File: src/rtl/serial_adder_controller.sv
// ---------------------------------------------------------------------------
// serial_adder_controller
//
// Bit-serial WIDTH-bit adder. A single full_adder cell is sequenced over
// WIDTH clock cycles, LSB first, and a carry flip-flop closes the loop.
// Operands and the carry-in are captured when start is accepted in IDLE.
//
// Handshake: start is level-sampled and is only looked at in IDLE. A high
// start on an IDLE edge is the accept. busy is high for the WIDTH RUN cycles.
// done is a single-cycle pulse in DONE, and sum/carry_out are valid from that
// cycle until the first RUN edge of the next operation. busy and done are
// decoded from the state register only, so they never depend on the inputs
// combinationally and are never high together.
//
// Ports
//   clock      in   rising-edge clock
//   reset_n    in   asynchronous reset, active-low
//   start      in   operation request (sampled in IDLE only)
//   augend     in   [WIDTH-1:0] first operand
//   addend     in   [WIDTH-1:0] second operand
//   carry_in   in   carry into bit 0
//   busy       out  high while in RUN
//   done       out  one-cycle completion pulse (DONE state)
//   sum        out  [WIDTH-1:0] result bits
//   carry_out  out  result bit WIDTH
//   state_dbg  out  [1:0] FSM state: 0 = IDLE, 1 = RUN, 2 = DONE
// ---------------------------------------------------------------------------

// Single-bit full adder cell.
module full_adder (
  input  logic a_i,
  input  logic b_i,
  input  logic c_i,
  output logic s_o,
  output logic c_o
);
  assign s_o = a_i ^ b_i ^ c_i;
  assign c_o = (a_i & b_i) | (c_i & (a_i ^ b_i));
endmodule

module serial_adder_controller #(
  parameter int WIDTH = 8
) (
  input  logic             clock,
  input  logic             reset_n,
  input  logic             start,
  input  logic [WIDTH-1:0] augend,
  input  logic [WIDTH-1:0] addend,
  input  logic             carry_in,
  output logic             busy,
  output logic             done,
  output logic [WIDTH-1:0] sum,
  output logic             carry_out,
  output logic [1:0]       state_dbg
);

  localparam int CW = $clog2(WIDTH);

  typedef enum logic [1:0] {
    ST_IDLE = 2'd0,
    ST_RUN  = 2'd1,
    ST_DONE = 2'd2
  } state_e;

  state_e           state_q, state_d;
  logic [WIDTH-1:0] a_q, a_d;
  logic [WIDTH-1:0] b_q, b_d;
  logic [WIDTH-1:0] s_q, s_d;
  logic             c_q, c_d;
  logic             co_q, co_d;
  logic [CW-1:0]    cnt_q, cnt_d;

  logic fa_sum;
  logic fa_carry;
  logic last_bit;

  // The one and only adder cell on the operand path.
  full_adder u_fa (
    .a_i (a_q[0]),
    .b_i (b_q[0]),
    .c_i (c_q),
    .s_o (fa_sum),
    .c_o (fa_carry)
  );

  // Counter holds the index of the bit being processed this RUN cycle.
  assign last_bit = (cnt_q == CW'(WIDTH - 1));

  // ---------------- FSM: state register ----------------
  always_ff @(posedge clock or negedge reset_n) begin
    if (!reset_n) begin
      state_q <= ST_IDLE;
    end else begin
      state_q <= state_d;
    end
  end

  // ---------------- FSM: next-state logic ----------------
  always_comb begin
    state_d = state_q;
    unique case (state_q)
      ST_IDLE: if (start)    state_d = ST_RUN;
      ST_RUN:  if (last_bit) state_d = ST_DONE;
      ST_DONE:               state_d = ST_IDLE;
      default:               state_d = ST_IDLE;
    endcase
  end

  // ---------------- FSM: outputs ----------------
  always_comb begin
    busy      = (state_q == ST_RUN);
    done      = (state_q == ST_DONE);
    state_dbg = state_q;
  end

  // ---------------- Datapath next-state ----------------
  always_comb begin
    a_d   = a_q;
    b_d   = b_q;
    s_d   = s_q;
    c_d   = c_q;
    co_d  = co_q;
    cnt_d = cnt_q;
    unique case (state_q)
      ST_IDLE: begin
        if (start) begin
          a_d   = augend;
          b_d   = addend;
          c_d   = carry_in;
          cnt_d = '0;
        end
      end
      ST_RUN: begin
        // Sum bits enter at the top so that after WIDTH shifts bit 0 sits at
        // s_q[0]. Operands shift down, zero-filled, to present the next bit.
        s_d   = {fa_sum, s_q[WIDTH-1:1]};
        a_d   = {1'b0, a_q[WIDTH-1:1]};
        b_d   = {1'b0, b_q[WIDTH-1:1]};
        c_d   = fa_carry;
        cnt_d = cnt_q + CW'(1);
        // carry_out keeps the previous result until the final bit.
        if (last_bit) co_d = fa_carry;
      end
      default: ;
    endcase
  end

  // ---------------- Datapath registers ----------------
  always_ff @(posedge clock or negedge reset_n) begin
    if (!reset_n) begin
      a_q   <= '0;
      b_q   <= '0;
      s_q   <= '0;
      c_q   <= 1'b0;
      co_q  <= 1'b0;
      cnt_q <= '0;
    end else begin
      a_q   <= a_d;
      b_q   <= b_d;
      s_q   <= s_d;
      c_q   <= c_d;
      co_q  <= co_d;
      cnt_q <= cnt_d;
    end
  end

  assign sum       = s_q;
  assign carry_out = co_q;

endmodule

File: config.mk
export PLATFORM = sky130hd
export DESIGN_NAME = serial_adder_controller
export DESIGN_NICKNAME = d
export VERILOG_FILES = /design/src/rtl/serial_adder_controller.sv
export SDC_FILE = /design/constraint.sdc
export NUM_CORES = 1
export LEC_CHECK = 0
export ABC_CLOCK_PERIOD_IN_PS = 2800
export CORE_ASPECT_RATIO = 1.1
export CORE_MARGIN = 2
export CORE_UTILIZATION = 53
export CTS_BUF_LIST = sky130_fd_sc_hd__clkbuf_16
export CTS_CLUSTER_DIAMETER = 200
export DETAILED_ROUTE_END_ITERATION = 6
export PLACE_DENSITY = 0.83
export SLEW_MARGIN = 20
export SYNTH_ARGS = -nofsm -noshare
export SYNTH_HDL_FRONTEND = slang
export SYNTH_SLANG_ARGS = --single-unit
File: constraint.sdc
create_clock -name clock -period 2.8 [get_ports clock]
set_clock_uncertainty 0.05 [all_clocks]
set_input_delay 0.56 -clock clock [delete_from_list [all_inputs] [get_ports clock]]
set_output_delay 0.56 -clock clock [all_outputs]
set_load 0.01 [all_outputs]
# ---- After elaboration in Yosys (flattened, before gate mapping)
# Index checks and enable logic that the tools add are counted.
dict set report totals {
  latchBits 0
  mem_count 0
  romBits 0
  input_bits 20
  mem_bits_rw 0
  word_cells 34
  regBits 31
  out_inout_bits 13
}
dict set report classes {
  shifts 0
  order_cmp 0
  mul 0
  mux 11
  eq_ne 5
  addsub 1
  n_reduce_logical 5
  div_mod_pow 0
  bitwise_logic 5
}
# cell count
set ops {}
lappend ops {{case mux 8 bit (2 select lines)} 2}
lappend ops {{two-way mux 8 bit} 2}
lappend ops {{case mux 3 bit (2 select lines)} 1}
lappend ops {{AND reduction 2 bit} 3}
lappend ops {{two-way mux 2 bit} 2}
lappend ops {{case mux 2 bit (2 select lines)} 1}
lappend ops {{adder 3 x 1 -> 3 bit, second input constant} 1}
lappend ops {{equality test 3 bit, second input constant} 1}
lappend ops {{two-way mux 3 bit} 1}
lappend ops {{bitwise AND 1 bit} 2}
lappend ops {{equality test 2 x 1 -> 1 bit, second input constant} 1}
lappend ops {{equality test 2 bit, second input constant} 1}
lappend ops {{logical NOT 2 bit} 1}
lappend ops {{inequality test 2 x 1 -> 1 bit, second input constant} 1}
lappend ops {{inequality test 2 bit, second input constant} 1}
lappend ops {{case mux 1 bit (2 select lines)} 1}
lappend ops {{nonzero test 2 bit} 1}
lappend ops {{bitwise XOR 1 bit} 2}
lappend ops {{two-way mux 1 bit} 1}
lappend ops {{bitwise OR 1 bit} 1}

# ---- Logic depth before layout (Yosys ltp)
dict set report depth {
  depth_word 4
  mapped_depth 4
  depth_no_buf 4
}

# ---- By module
# Synthesis repeated with hierarchy kept, for this count alone.
dict set report hier_totals {
  cells_unflattened 126
  hier_area_um2 1577.8
}
# module instances area_per_inst_um2 seq_area_each_um2 cells_per_inst
set modules_own_cells {}
lappend modules_own_cells {serial_adder_controller 1 1557.7 775.7 125}
lappend modules_own_cells {full_adder 1 20.0 0.0 1}

# ---- Least setup slack after synthesis
# OpenSTA, ideal clock, no wires.
dict set report synth_path {
  path_type {reg2out}
  start {reg state_q[1] (netlist: state_dbg[1])}
  end {out done}
  path_buffers 2
  stages_incl_launch_ff 4
  slack_ns 1.179
  arrival_time_ns 1.011
  required_time_ns 2.190
  path_cell_list {dfrtp_1 > buf_2 > buf_2 > nor2b_1}
}
dict set report synth_between {
  elab_chain_cells 1
}
# item line
set synth_lines {}
lappend synth_lines {{from (decl)} 65} ;# state_e state_q, state_d;
lappend synth_lines {{from (signal assigned)} 94} ;# state_q <= state_d;
lappend synth_lines {{equality test 2 bit} 112} ;# done = (state_q == ST_DONE);
lappend synth_lines {{to (decl)} 51} ;# output logic done,
# Every way passes these cells.

# ---- Worst setup path after layout
dict set report layout_path {
  start {reg state_q[0] (netlist: state_dbg[0])}
  end {out busy}
}
dict set report layout_between {
  elab_chain_cells 1
}
# item line
set layout_lines {}
lappend layout_lines {{equality test 2 x 1 -> 1 bit} 111} ;# busy = (state_q == ST_RUN);
lappend layout_lines {{to (decl)} 50} ;# output logic busy,
# Every way passes these cells.

==> flow_summary.ini <==
[logic_synthesis]
ys.flop_type = dfrtp_1
synth.ff_latch_count = 31
synth_edf_count = 0
syn-cell-area_um2 = 1520
synth_area_leader_cell = dfrtp_1
synth_nets = 142
syn-instance-count = 119
yosys_warnings = 0
synth_most_common_cell = dfrtp_1
synth_seq_area_share = 0.512
synth_top_area_frac = 0.512
synth.top_cells.by_count = 31 x dfrtp_1, 10 x inv_1, 10 x nor3b_1
synth.area.top_cells = dfrtp_1 51%, mux2_2 6.7%, o221a_2 5.2%
synth.distinct_cells = 26
avgSynthCellArea_um2 = 12.7
async_reset_ff_frac = 1.00

[sta]
clock.fmax_ghz = 0.416
final-hold-violation-count = 0
slew_headroom = 0.693
tns_ns = 0
slew_viol_final = 0
worst_slew_pin_slew_ns = 0.460
post-route-min-period_ns = 2.40
fin_crit_sh = 0.858
finalSetupViolations = 0
rsz0062_at_grt = no

[clocking]
htreeDepth = 2
cts_buffers = 5
clk_path_buf_depth = 2
cts_resized = 0
cts_root_buffer = clkbuf_16
cts_tree = yes
insertion_delay_ns = 0.27
clock_sinks = 31
postCtsHoldBufs = 0
clkTransAtPathRegs_ns = 0.05
post_cts_buffers = 0

[worst_setup_path]
crit_end = busy
crit_fanout = 16
critPathKind = reg -> out
worst_r2r_endpoint = c_q
endpoint_kind = primary output
critPathLaunchType = register
crit_arrival_ns = 1.79
startpoint = state_dbg[0]
reg2reg_from = state_dbg[0]
reg2reg_slack_ns = 1.16
r2r_cells = 3
required_ns = 2.19

[route]
drt-total-wl_mm = 2.99
wl_per_cell_um = 16.1
ant_nets = 0
drc = 0
drt-initial-drc-count = 13
first_pass_iters = 4
vias = 1053
avgViaCountPerCell = 5.66

[die]
dieHeight_um = 60.1
coreArea_um2 = 2750
dieArea_um2 = 3310
die_w_um = 55
fp-row-count = 20
initial_core_util = 0.551
ios = 33

[job]
cap_violations = 0

[global_route]
grt_pass1_wl_mm = 4.58
grt_max_degree = 34
grtUsageTotal = 0.201
antenna_found_initial = 0
gr-total-overflow = 0
grt_pass1_vias = 967

[pwr]
power.density_nw_per_um2 = 1110
cellLeakagePower_nw = 0.842
irDropWorstVdd_mv = 0.733

[place]
port_buffers = 32
place_congestion = 0.753
hpwl_mm = 2.01

[hold_path]
hp-class = reg -> reg
hp-start = carry_out

[cells_and_area]
final_nets = 175
diodes = 0
final_layout_size_suffix_gt1_frac = 0.196
utilization = 0.717
n_fill_cell = 205
area_growth_pct = 30.1

[run_status]
outcome = finished clean
-- layout by cell type (no fill, tap or decap), types with 2 or more instances in the layout --
cell,instances
a211oi_1,8
clkdlybuf4s50_1,32
o221a_2,7
nor4b_1,8
or4b_2,2
ha_1,2
mux2_2,9
clkbuf_16,5
inv_1,11
a211o_1,2
nand2b_1,3
buf_4,5
dfrtp_1,31
clkinv_1,2
nor4bb_1,2
nor3b_1,10
a22o_1,2
or4b_1,5
-- worst min-delay path by stage --
stage / to / cells past startpoint
2_1_floorplan: a_q[0] / 0
3_3_place_gp: sum[0] / 1
3_5_place_dp: carry_out / 1
4_1_cts: carry_out / 1
5_1_grt: carry_out / 1
6_report: carry_out / 1
-- layer usage --
metal	track usage	vias up	part of all wire
met5	0	-	0
met4	0.0732	0	0.013
met3	0.0750	5	0.047
met2	0.313	27	0.49
met1	0.253	506	0.45
li1	-	515	-
-- through the flow --
step / instance area, µm² / cells / total power, mW / hold WS, ns / worst slack [ns]
3_5_place_dp: 1840 / 178 / 1.71 / 0.442 / 0.583
2_1_floorplan: 1520 / 119 / 1.41 / 0.214 / 1.18
6_report: 1970 / 186 / 2.19 / 0.450 / 0.397
4_1_cts: 1970 / 186 / 2.22 / 0.452 / 0.403
5_1_grt: 1970 / 186 / 2.34 / 0.459 / 0.342
3_3_place_gp: 1840 / 178 / 1.66 / 0.436 / 0.623
-- cell families (layout without fill, tap and decap cells) --
logic type	Yosys count	in the layout	share of synthesized area
AO/OA/AOI/OAI	22	22	0.132
buffers and inverters	21	55	0.0767
adder cells (fa/ha/maj)	3	3	0.0297
flip-flops	31	31	0.512
AND/OR/NAND/NOR	32	32	0.177
multiplexers	10	10	0.0734
-- where the power goes --
part / internal, mW / switching, mW
combinational: 0.516 / 0.365
sequential: 0.667 / 0.154
clock: 0.318 / 0.175
total: 1.50 / 0.693
-- layout make-up --
cell class / count / area, µm² / share of cell area
Sequential cell: 31 / 776 / 0.393
Multi-Input combinational cell: 67 / 624 / 0.316
Timing Repair Buffer: 37 / 358 / 0.181
Clock buffer: 5 / 125 / 0.0634
Tap cell: 33 / 41.3 / 0.0209
Inverter: 10 / 37.5 / 0.0190
Clock inverter: 3 / 11.3 / 0.00571
-- critical path, cell delays in order, from the launching register on --
cell,delay [ns]
dfrtp_1,0.62
nand2b_1,0.14
inv_1,0.17
clkdlybuf4s50_1,0.58
-- state kept, by name, summed over array words and instances (netlist names) --
name / count
c_q: 1
cnt_q: 3
a_q: 8
b_q: 8
state_dbg: 2
carry_out: 1
sum: 8
Note: power is estimated with default switching activity, not from simulation.
